**config.mk**
```make
export PLATFORM = sky130hd
export DESIGN_NAME = spu_sched
export DESIGN_NICKNAME = d
export VERILOG_FILES = /design/src/rtl/spu_sched_pkg.sv /design/src/rtl/spu_sched_fifo.sv /design/src/rtl/spu_sched.sv
export SDC_FILE = /design/constraint.sdc
export NUM_CORES = 1
export LEC_CHECK = 0
export CELL_PAD_IN_SITES_DETAIL_PLACEMENT = 1
export CELL_PAD_IN_SITES_GLOBAL_PLACEMENT = 2
export CORE_MARGIN = 3
export CORE_UTILIZATION = 35
export DETAILED_ROUTE_END_ITERATION = 10
export PLACE_DENSITY = 0.87
export SLEW_MARGIN = 25
export SYNTH_ARGS = -nofsm -noshare
export SYNTH_HDL_FRONTEND = slang
export SYNTH_SLANG_ARGS = --single-unit
```
**constraint.sdc**
```tcl
create_clock -name core_clk -period 20.1 [get_ports core_clk]
set_input_delay 2.01 -clock core_clk [delete_from_list [all_inputs] [get_ports core_clk]]
set_output_delay 2.01 -clock core_clk [all_outputs]
set_load 0.02 [all_outputs]
```
**src/rtl/spu_sched_pkg.sv**
```systemverilog
// spu_sched_pkg: scheduler state encoding, engine op codes and cmd_cfg field layout
//   cmd_cfg = {matrix_y, matrix_x, im_base, om_base, ifm_align, ofm_align, shift[3:0], div_m[6:0], div_e[4:0]}
//   address-wide fields start at cfg_off(aw, FLD_*), the three small fields sit in the low 16 bits
package spu_sched_pkg;
  typedef enum logic [2:0] {S_IDLE, S_LOAD, S_START, S_RUN, S_DONE} state_t;
  localparam logic [1:0] OP_LN = 2'd0;
  localparam logic [1:0] OP_SOFTMAX = 2'd1;
  localparam logic [1:0] OP_GELU = 2'd2;
  localparam logic [1:0] OP_RSVD = 2'd3;
  localparam int OFF_DIV_E = 0;
  localparam int OFF_DIV_M = 5;
  localparam int OFF_SHIFT = 12;
  localparam int FLD_OFM_ALIGN = 0;
  localparam int FLD_IFM_ALIGN = 1;
  localparam int FLD_OM_BASE = 2;
  localparam int FLD_IM_BASE = 3;
  localparam int FLD_MATRIX_X = 4;
  localparam int FLD_MATRIX_Y = 5;
  function automatic int cfg_w(input int aw);
    return 6 * aw + 16;
  endfunction
  function automatic int cfg_off(input int aw, input int fld);
    return 16 + fld * aw;
  endfunction
  localparam int CFG_W = cfg_w(12);
endpackage

```
**src/rtl/spu_sched_fifo.sv**
```systemverilog
// spu_sched_fifo: synchronous command queue with flush and a registered full flag
//   core_clk, rst_n (async, active low); push/pop/flush strobes, flush beats a push;
//   din -> dout shows the head entry; full is registered, empty follows the pointers
module spu_sched_fifo #(
  parameter int W = 8,
  parameter int DEPTH = 4
) (
  input  logic         core_clk,
  input  logic         rst_n,
  input  logic         push,
  input  logic         pop,
  input  logic         flush,
  input  logic [W-1:0] din,
  output logic [W-1:0] dout,
  output logic         full,
  output logic         empty
);
  localparam int PW = $clog2(DEPTH);
  logic [W-1:0] mem [DEPTH];
  logic [PW:0] wr_ptr, rd_ptr, wr_nxt, rd_nxt;
  logic push_ok, pop_ok;
  assign push_ok = push && !full && !flush;
  assign pop_ok = pop && !empty;
  assign empty = wr_ptr == rd_ptr;
  assign dout = mem[rd_ptr[PW-1:0]];
  assign wr_nxt = wr_ptr + {{PW{1'b0}}, push_ok};
  assign rd_nxt = flush ? wr_ptr : rd_ptr + {{PW{1'b0}}, pop_ok};
  always_ff @(posedge core_clk or negedge rst_n)
    if (!rst_n) begin
      wr_ptr <= '0;
      rd_ptr <= '0;
      full <= 1'b0;
    end else begin
      wr_ptr <= wr_nxt;
      rd_ptr <= rd_nxt;
      full <= (wr_nxt[PW] != rd_nxt[PW]) && (wr_nxt[PW-1:0] == rd_nxt[PW-1:0]);
    end
  always_ff @(posedge core_clk)
    if (push_ok) mem[wr_ptr[PW-1:0]] <= din;
endmodule

```
**src/rtl/spu_sched.sv**
```systemverilog
// spu_sched: queues SPU job descriptors, launches one engine at a time and owns the gbuf port
//   cmd_valid/cmd_ready/cmd_op/cmd_cfg : descriptor intake; sched_flush drops queued jobs
//   eng_start/eng_end/eng_cfg          : one-hot launch, completion pulses, active job config
//   eng_ren..eng_wdata -> gbuf_*       : active engine's port routed in START/RUN only
//   gbuf_rdata -> eng_rdata            : read data broadcast to all engines
//   sched_busy/sched_done/sched_err/sched_timeout : status
//   SPU_SCHED_TIMEOUT_EN : enables the RUN watchdog of TIMEOUT_CYC cycles
module spu_sched
  import spu_sched_pkg::*;
#(
  parameter int ADDR_WIDTH = 12,
  parameter int DATA_WIDTH = 32,
  parameter int NUM_ENG = 4,
  parameter int DEPTH = 4,
  parameter int TIMEOUT_CYC = 65535
) (
  input  logic                           core_clk,
  input  logic                           rst_n,
  input  logic                           cmd_valid,
  output logic                           cmd_ready,
  input  logic [1:0]                     cmd_op,
  input  logic [6*ADDR_WIDTH+15:0]       cmd_cfg,
  input  logic                           sched_flush,
  output logic [NUM_ENG-1:0]             eng_start,
  input  logic [NUM_ENG-1:0]             eng_end,
  output logic [6*ADDR_WIDTH+15:0]       eng_cfg,
  input  logic [NUM_ENG-1:0]             eng_ren,
  input  logic [NUM_ENG*ADDR_WIDTH-1:0]  eng_raddr,
  input  logic [NUM_ENG-1:0]             eng_wen,
  input  logic [NUM_ENG*ADDR_WIDTH-1:0]  eng_waddr,
  input  logic [NUM_ENG*DATA_WIDTH-1:0]  eng_wdata,
  output logic                           gbuf_ren,
  output logic [ADDR_WIDTH-1:0]          gbuf_raddr,
  output logic                           gbuf_wen,
  output logic [ADDR_WIDTH-1:0]          gbuf_waddr,
  output logic [DATA_WIDTH-1:0]          gbuf_wdata,
  input  logic [DATA_WIDTH-1:0]          gbuf_rdata,
  output logic [DATA_WIDTH-1:0]          eng_rdata,
  output logic                           sched_busy,
  output logic                           sched_done,
  output logic                           sched_err,
  output logic                           sched_timeout
);
  localparam int CW = cfg_w(ADDR_WIDTH);
  state_t state;
  logic [NUM_ENG-1:0] act_oh, head_oh;
  logic [1:0] head_op;
  logic [CW-1:0] head_cfg;
  logic full, empty, push_ok, end_hit, gbuf_en;
  assign cmd_ready = !full;
  assign push_ok = cmd_valid && cmd_ready && !sched_flush;
  // an op beyond NUM_ENG shifts out to an all-zero mask, which marks it as bad
  assign head_oh = NUM_ENG'(1) << head_op;
  assign end_hit = |(eng_end & act_oh);
  assign sched_busy = state != S_IDLE || !empty;
  assign eng_rdata = gbuf_rdata;
  assign gbuf_en = state == S_START || state == S_RUN;
  spu_sched_fifo #(.W(CW + 2), .DEPTH(DEPTH)) u_fifo (
    .core_clk(core_clk),
    .rst_n(rst_n),
    .push(cmd_valid),
    .pop(state == S_LOAD),
    .flush(sched_flush),
    .din({cmd_op, cmd_cfg}),
    .dout({head_op, head_cfg}),
    .full(full),
    .empty(empty)
  );
  always_comb begin
    gbuf_ren = 1'b0;
    gbuf_wen = 1'b0;
    gbuf_raddr = '0;
    gbuf_waddr = '0;
    gbuf_wdata = '0;
    for (int i = 0; i < NUM_ENG; i++)
      if (gbuf_en && act_oh[i]) begin
        gbuf_ren = eng_ren[i];
        gbuf_raddr = eng_raddr[i*ADDR_WIDTH +: ADDR_WIDTH];
        gbuf_wen = eng_wen[i];
        gbuf_waddr = eng_waddr[i*ADDR_WIDTH +: ADDR_WIDTH];
        gbuf_wdata = eng_wdata[i*DATA_WIDTH +: DATA_WIDTH];
      end
  end
`ifdef SPU_SCHED_TIMEOUT_EN
  logic [15:0] to_cnt;
  logic to_hit;
  assign to_hit = to_cnt == 16'(TIMEOUT_CYC - 1);
`else
  assign sched_timeout = 1'b0;
`endif
  always_ff @(posedge core_clk or negedge rst_n)
    if (!rst_n) begin
      state <= S_IDLE;
      act_oh <= '0;
      eng_cfg <= '0;
      eng_start <= '0;
      sched_done <= 1'b0;
      sched_err <= 1'b0;
`ifdef SPU_SCHED_TIMEOUT_EN
      to_cnt <= '0;
      sched_timeout <= 1'b0;
`endif
    end else begin
      eng_start <= '0;
      sched_done <= 1'b0;
      sched_err <= 1'b0;
`ifdef SPU_SCHED_TIMEOUT_EN
      if (push_ok) sched_timeout <= 1'b0;
`endif
      case (state)
        S_IDLE: if (!empty && !sched_flush) state <= S_LOAD;
        S_LOAD: begin
          eng_cfg <= head_cfg;
          act_oh <= head_oh;
          if (head_oh == '0) begin
            state <= S_DONE;
            sched_done <= 1'b1;
            sched_err <= 1'b1;
          end else begin
            state <= S_START;
            eng_start <= head_oh;
          end
        end
        S_START: begin
          state <= S_RUN;
`ifdef SPU_SCHED_TIMEOUT_EN
          to_cnt <= '0;
`endif
        end
        S_RUN:
          if (end_hit) begin
            state <= S_DONE;
            sched_done <= 1'b1;
          end
`ifdef SPU_SCHED_TIMEOUT_EN
          else if (to_hit) begin
            state <= S_DONE;
            sched_done <= 1'b1;
            sched_err <= 1'b1;
            sched_timeout <= 1'b1;
          end else to_cnt <= to_cnt + 16'd1;
`endif
        S_DONE: state <= S_IDLE;
        default: state <= S_IDLE;
      endcase
    end
endmodule

```
==> results of run 1 <==
[flip-flops by register name, indices dropped and copies added (netlist names), 3 cells and up]
| signal | cells |
|---|---|
| eng_cfg | 88 |
| state | 3 |
| eng_start | 4 |
| u_fifo.wr_ptr | 3 |
| act_oh | 4 |
| u_fifo.rd_ptr | 3 |
| u_fifo.mem | 360 |
[final cells by class]
cell class,instances,area (um2)
Antenna cell,8,20.0
Fill cell,5407,28100
Tap cell,739,925
Clock buffer,65,1280
Clock inverter,23,342
Multi-Input combinational cell,700,5370
Timing Repair Buffer,503,4990
Sequential cell,468,13500
Inverter,4,15.0
[worst max-delay path: cells and delay by family]
family	cells	cell delay (ns)
buffers and inverters	2	1.31
AO/OA/AOI/OAI	3	0.85
[synth_stat cells (all sizes together) (3+ instances only)]
master	instances
edfxtp	360
nand2	326
dfrtp	108
mux4	90
buf	85
nor2	62
a21oi	59
a2bb2oi	57
o31ai	57
clkbuf	36
xor2	5
ha	4
inv	4
nor3	4
mux2	3
nor2b	3
[power by group]
part	internal, mW	leakage [nW]	total, mW	switching, mW
logic	0.256	4.14	0.479	0.224
clock network	0.543	0.788	0.914	0.371
registers	1.14	4.75	1.18	0.0385
total	1.94	9.67	2.58	0.633
[cells by family after synthesis]
group | after synthesis | synth area share, %
flip-flops | 468 | 69.1
AND/OR/NAND/NOR | 410 | 8.27
AO/OA/AOI/OAI | 183 | 7.73
buffers and inverters | 125 | 3.60
multiplexers | 93 | 10.5
XOR/XNOR | 8 | 0.435
adder cells (fa/ha/maj) | 4 | 0.256
other | 1 | 0.0192
[per-layer routing]
layer  track usage, %  up-vias  routed length (um)
met1             27.6     6616               26400
met3             7.29       87                5500
met2             42.3      523               37000
met5            0.735        -                 140
met4             5.82       12                1400
li1                 -     5660                   -
[layout by cell type (no fill, tap or decap), types with 5 or more instances in the layout]
master	Yosys	routed
sky130_fd_sc_hd__a2bb2oi_1	47	47
sky130_fd_sc_hd__bufinv_16	0	7
sky130_fd_sc_hd__clkbuf_1	36	15
sky130_fd_sc_hd__nand2_1	326	326
sky130_fd_sc_hd__mux4_2	90	90
sky130_fd_sc_hd__nor2_1	62	61
sky130_fd_sc_hd__clkinv_2	0	6
sky130_fd_sc_hd__a21oi_1	59	59
sky130_fd_sc_hd__dfrtp_1	108	104
sky130_fd_sc_hd__edfxtp_1	360	360
sky130_fd_sc_hd__o31ai_1	27	27
sky130_fd_sc_hd__o31ai_2	30	30
sky130_fd_sc_hd__diode_2	0	8
sky130_fd_sc_hd__clkbuf_16	0	48
sky130_fd_sc_hd__a2bb2oi_2	10	10
sky130_fd_sc_hd__clkdlybuf4s50_1	0	482
sky130_fd_sc_hd__buf_4	37	19
sky130_fd_sc_hd__xor2_1	5	5
[final timing paths]
check,start,end,slack (ns),cells after the start
setup / recovery,eng_ren[1],gbuf_ren,13.92,5
hold / removal,eng_cfg[74],eng_cfg[74],0.47,2
setup reg to reg,u_fifo.full,u_fifo.mem[1][70],16.93,7
hold reg to reg,eng_cfg[74],eng_cfg[74],0.47,2
max in group asynchronous,rst_n,u_fifo.rd_ptr[1],17.04,2
min in group asynchronous,rst_n,eng_cfg[45],1.55,1
==> metrics.log, run 1 <==
[metrics] final cycle utilization of the critical path: 30.8%
[metrics] buffers from clock root to sink, at most: 3
[metrics] largest stage delay on the critical path: 0.79 ns
[metrics] clock slew seen by the registers of the worst setup and hold paths: roughly 0.060 ns
[metrics] final hold violations: 0
[metrics] IO buf count: between 400 and 500
[metrics] WL/cell: roughly 28 um
[metrics] final instance area: approximately 26000 um2
[metrics] shortest clock period the worst path allows after layout: ~6.2 ns
[metrics] net count reported at finish: between 2000 and 2500
[metrics] post-route core utilization: around 49%
[metrics] router iterations before antenna repair: 4
[metrics] mean post-synth cell area: 15.1 um2
[metrics] remaining global-route overflow: 0
[metrics] number of sinks handled by clock tree synthesis: roughly 470
[metrics] count of different cell masters after synthesis: 44
[metrics] first-pass GRT wire length: just over 100000 um
[metrics] placer's final routability congestion estimate: about 0.94
[metrics] cell mode on critical path: sky130_fd_sc_hd__clkdlybuf4s50_1
[metrics] Remaining DRCs: 0
[metrics] die area: between 50000 and 60000 um2
[metrics] top fanout value on the critical path: 1
[metrics] cell count after synthesis: 1292
[metrics] vertical die dimension: approximately 240 um
[metrics] fraction of registers with async set or reset after synthesis: a little under a quarter
[metrics] Via Count: roughly 13000
[metrics] data required time of the worst path: roughly 18 ns
[metrics] min setup slack post-route: 13.92 ns
[metrics] post-synthesis to final-layout area growth: 35.4%
[metrics] synthesized flop and latch total: around 470
[metrics] hold-fix buffers at CTS: 0
[metrics] Num CTS Buffers: between 40 and 50
[metrics] Min Hold Slack: 0.473 ns
[metrics] dominant cell type by area after synthesis: sky130_fd_sc_hd__edfxtp_1
[metrics] Ports: 549
[metrics] number of H-tree levels: 2
[metrics] final setup fails: 0
[metrics] floorplan row count: 85
[metrics] Die X: ~240 um
[metrics] iteration-0 DRC count of the detailed router: slightly below 900
[metrics] per-cell via count in the routed design: 5.14
[metrics] headroom to the max-slew limit: between 30% and 40%
[metrics] cell at the slowest stage of the critical path: sky130_fd_sc_hd__clkdlybuf4s50_1
[metrics] Placed Instances: 2414
[metrics] worst ir drop on vdd: 0.0000825 V
[metrics] count of buffers added by post-CTS timing repair for setup: 0
[metrics] overall fraction of global-route tracks in use: about a quarter
[metrics] min-delay worst type: reg -> reg
[metrics] Root Buffer: sky130_fd_sc_hd__clkbuf_16
[metrics] critical path startpoint category: primary input
[metrics] Slew Limit Fails: 0
[metrics] type of the setup path with the least slack: in -> out
[metrics] CORE AREA: around 55000 um2
[metrics] LEAKAGE: 9.67 nW
[metrics] highest clock rate: ~160 MHz
[metrics] signal arrival time at the worst endpoint: around 4.2 ns
[metrics] commonest register cell after synthesis: sky130_fd_sc_hd__edfxtp_1
[metrics] antenna violations before repair: 19
[metrics] number of synthesis warnings: 0
[metrics] post-placement cell area: 24800 um2
[metrics] crit path capture type: output port
[metrics] worst-skew pair later-pin latency: roughly 0.58 ns
[metrics] setup repair after global routing missed its margin: no
[metrics] number of synthesized flops with an enable pin: between 300 and 400
[metrics] Final Total Pwr: 2.58 mW
[metrics] largest net degree at the start of global routing: a little over 80
[metrics] ratio of cells with drive above 1 in the final layout: ~13%
[metrics] outcome: finished, final reports clean
[metrics] max-capacitance violation count: 0
[metrics] Netlist Area Pre-Place: ~20000 um2
[metrics] top cells by area, synth: sky130_fd_sc_hd__edfxtp_1 55%, sky130_fd_sc_hd__dfrtp_1 14%, sky130_fd_sc_hd__mux4_2 10%, sky130_fd_sc_hd__nand2_1 6.3%, sky130_fd_sc_hd__a2bb2oi_1 2.1%
[metrics] setup clock skew after layout: 0.0322 ns
[metrics] Post-Route WL: slightly above 70000 um
[metrics] ANT nets after route: 0
[metrics] sum of negative setup slack: 0 ns
[metrics] Non-Filler Instances: between 2000 and 3000
[metrics] post-cts repair resize count: 0
[metrics] effective utilization at floorplan: 35.8%
[metrics] sequential area share after synthesis: 69.1%
[metrics] fraction of post-synthesis cell area in the top cell type by area: a little under three fifths
[metrics] number of global-route vias before repair: around 14000
[metrics] CTS tree: built
[metrics] power density over the cells: 97.4 nW/um2
[metrics] dpl ws: between 10 and 15 ns
[metrics] detailed-placement wirelength estimate: approximately 50000 um
[metrics] transition time at the pin with the least slew margin: roughly 1.0 ns
[metrics] series of cell instances along the critical path: clkdlybuf4s50_1 -> a21oi_1 -> a2bb2oi_1 -> o31ai_1 -> clkdlybuf4s50_1
Power figures use the tool's default switching activity.
==> run 2, diff against run 1 <==
--- a/config.mk
+++ b/config.mk
@@ -8,9 +8,9 @@
 export CELL_PAD_IN_SITES_DETAIL_PLACEMENT = 1
 export CELL_PAD_IN_SITES_GLOBAL_PLACEMENT = 2
 export CORE_MARGIN = 3
-export CORE_UTILIZATION = 35
+export CORE_UTILIZATION = 29
 export DETAILED_ROUTE_END_ITERATION = 10
-export PLACE_DENSITY = 0.87
+export PLACE_DENSITY = 0.77
 export SLEW_MARGIN = 25
 export SYNTH_ARGS = -nofsm -noshare
 export SYNTH_HDL_FRONTEND = slang
==> constraint.sdc (replaced) <==
create_clock -name core_clk -period 5.5 [get_ports core_clk]
set_input_delay 0.55 -clock core_clk [delete_from_list [all_inputs] [get_ports core_clk]]
set_output_delay 0.55 -clock core_clk [all_outputs]
set_load 0.02 [all_outputs]
==> run 2 against run 1 <==
  * Core utilization decreased by 8.2 points
  * Setup slack worse by 13 ns
  * Worst hold slack lost 0.42 ns
  * Critical endpoint is now gbuf_waddr[3]
  * Largest cell class unchanged
==> metrics.log, run 2 (same netlist as run 1, synthesis figures left out) <==
[metrics] outcome: finished, final reports clean
[metrics] per-cell via count in the routed design: approximately 4.8
[metrics] number of H-tree levels: 2
[metrics] overall fraction of global-route tracks in use: between 10% and 20%
[metrics] number of flip-flops in the largest register: 360
[metrics] Via Count: between 10000 and 15000
[metrics] die area: ~71000 um2
[metrics] CORE AREA: between 60000 and 70000 um2
[metrics] buffers from clock root to sink, at most: 3
[metrics] Ports: around 550
[metrics] setup repair after global routing missed its margin: no
[metrics] Remaining DRCs: 0
[metrics] series of cell instances along the critical path: and4bb_2 -> buf_4 -> a2bb2oi_1 -> o31ai_2 -> clkdlybuf4s50_1
[metrics] min-delay worst type: in -> async
[metrics] type of the setup path with the least slack: reg -> out
[metrics] Num CTS Buffers: 49
[metrics] Slew Limit Fails: 0
[metrics] post-synthesis to final-layout area growth: 36.6%
[metrics] IO buf count: approximately 480
[metrics] LEAKAGE: 9.71 nW
[metrics] shortest clock period the worst path allows after layout: 4.30 ns
[metrics] most common cell after layout, fill and taps aside: sky130_fd_sc_hd__clkdlybuf4s50_1
[metrics] area used by sequential logic in the layout: roughly 14000 um2
[metrics] largest stage delay on the critical path: between 0.8 and 0.9 ns
[metrics] Post-Route WL: 69000 um
[metrics] critical path startpoint category: flop
[metrics] remaining global-route overflow: 0
[metrics] number of sinks handled by clock tree synthesis: between 400 and 500
[metrics] Placed Instances: approximately 2500
[metrics] crit path capture type: output port
[metrics] iteration-0 DRC count of the detailed router: roughly 780
[metrics] router iterations before antenna repair: 5
[metrics] final cycle utilization of the critical path: 78.1%
[metrics] Combinational Power Share: a little under a fifth
[metrics] final setup fails: 0
[metrics] headroom to the max-slew limit: 38.1%
[metrics] worst-skew pair later-pin latency: around 0.57 ns
[metrics] total area of multi-input combinational cells: 5400 um2
[metrics] share of power burned in the clock network: between 30% and 40%
[metrics] antenna violations before repair: 11
[metrics] cell at the slowest stage of the critical path: sky130_fd_sc_hd__and4bb_2
[metrics] sequential fraction of design power: 46.6%
[metrics] global-route layer with the greatest usage: met2
[metrics] Non-Filler Instances: roughly 2600
[metrics] CTS tree: built
[metrics] Psw: roughly 2.3 mW
[metrics] setup clock skew after layout: between 0.015 and 0.02 ns
[metrics] signal arrival time at the worst endpoint: approximately 3.8 ns
[metrics] Min Hold Slack: 0.0562 ns
[metrics] highest clock rate: 233 MHz
[metrics] number of global-route vias before repair: approximately 14000
[metrics] net count reported at finish: between 2000 and 2500
[metrics] first-pass GRT wire length: just under 100000 um
[metrics] final hold violations: 0
[metrics] switching share of total power: between 20% and 30%
[metrics] placer's final routability congestion estimate: between 0.9 and 1
[metrics] largest net degree at the start of global routing: 91
[metrics] hold-fix buffers at CTS: 0
[metrics] count of buffers added by post-CTS timing repair for setup: 0
[metrics] vertical die dimension: 266 um
[metrics] internal power consumption: just over 7 mW
[metrics] power density over the cells: between 300 and 400 nW/um2
[metrics] sum of negative setup slack: 0 ns
[metrics] detailed-placement wirelength estimate: ~48000 um
[metrics] commonest non-fill, non-tap cells in the layout: 482 x sky130_fd_sc_hd__clkdlybuf4s50_1, 360 x sky130_fd_sc_hd__edfxtp_1, 326 x sky130_fd_sc_hd__nand2_1
[metrics] clock slew seen by the registers of the worst setup and hold paths: 0.06 ns
[metrics] floorplan row count: 94
[metrics] Root Buffer: sky130_fd_sc_hd__clkbuf_16
[metrics] max-capacitance violation count: 0
[metrics] data required time of the worst path: 4.95 ns
[metrics] M2 GR Usage: 35.1%
[metrics] ratio of cells with drive above 1 in the final layout: between 10% and 20%
[metrics] Die X: approximately 270 um
[metrics] top fanout value on the critical path: 29
[metrics] worst ir drop on vdd: around 0.00028 V
[metrics] effective utilization at floorplan: 29.5%
[metrics] GR Layer Usage met3: 5.18%
[metrics] # fillers: around 6700
[metrics] transition time at the pin with the least slew margin: just over 0.9 ns
[metrics] post-route core utilization: around 40%
[metrics] met1 global-route usage: between 20% and 30%
[metrics] ANT nets after route: 0
[metrics] post-cts repair resize count: 0
[metrics] WL/cell: about 26 um
[run 2: cell types whose count changed in the layout (fill, tap and decap cells not counted), moves of 3 or more]
cell | before | now
sky130_fd_sc_hd__diode_2 | 8 | 5
sky130_fd_sc_hd__o31ai_1 | 27 | 24
sky130_fd_sc_hd__buf_4 | 19 | 16
sky130_fd_sc_hd__buf_12 | 0 | 5
sky130_fd_sc_hd__o31ai_2 | 30 | 33
sky130_fd_sc_hd__bufinv_16 | 7 | 4
[run 2: cell type report]
class                      instances  share of cell area (%)
timing repair buffer             505                    19.0
antenna                            5                  0.0469
clock inverter                    19                   0.802
inverter                           4                  0.0563
multi-input combinational        700                    20.2
clock buffer                      70                    5.12
sequential                       468                    50.7
tap                              864                    4.05
[run 2: final timing paths]
kind,startpoint,to,slack [ns],cells after the start
min reg2reg,eng_cfg[53],eng_cfg[53],0.47,2
max reg2reg,u_fifo.rd_ptr[1],u_fifo.full,2.89,8
min in group core_clk,eng_cfg[53],eng_cfg[53],0.47,2
min,rst_n,eng_cfg[69],0.06,1
max in group asynchronous,rst_n,u_fifo.rd_ptr[1],4.19,2
max,state[2],gbuf_waddr[3],1.20,5
[run 2: critical path, delay by kind of cell (launching register included)]
family,cells,cell delay [ns]
buffers and inverters,2,1.20
DFF,1,0.47
AOI/OAI and AO/OA,2,0.64
and+or+nand+nor,1,0.85
[run 2: stage by stage]
step	power [mW]	cell area, um2	setup WS [ns]
after global placement	6.20	25000	1.68
after floorplan	5.60	19600	0.276
after CTS	9.53	26600	1.12
after global routing	9.82	26700	1.11
after detailed placement	6.23	25100	1.77
final	9.37	26700	1.20
[run 2: power by group through the flow]
stage                     clock network (mW)  logic (mW)  registers, mW
after global routing                    3.52        1.90           4.39
after floorplan                            0        1.26           4.34
after CTS                               3.37        1.79           4.37
after detailed placement                   0        1.78           4.44
after global placement                     0        1.78           4.42
final                                   3.25        1.75           4.36
[run 2: metal layers]
layer,vias to the layer above,routed length [um]
li1,5671,-
met1,6419,24900
met2,480,36000
met3,100,4930
met4,8,3060
met5,-,66
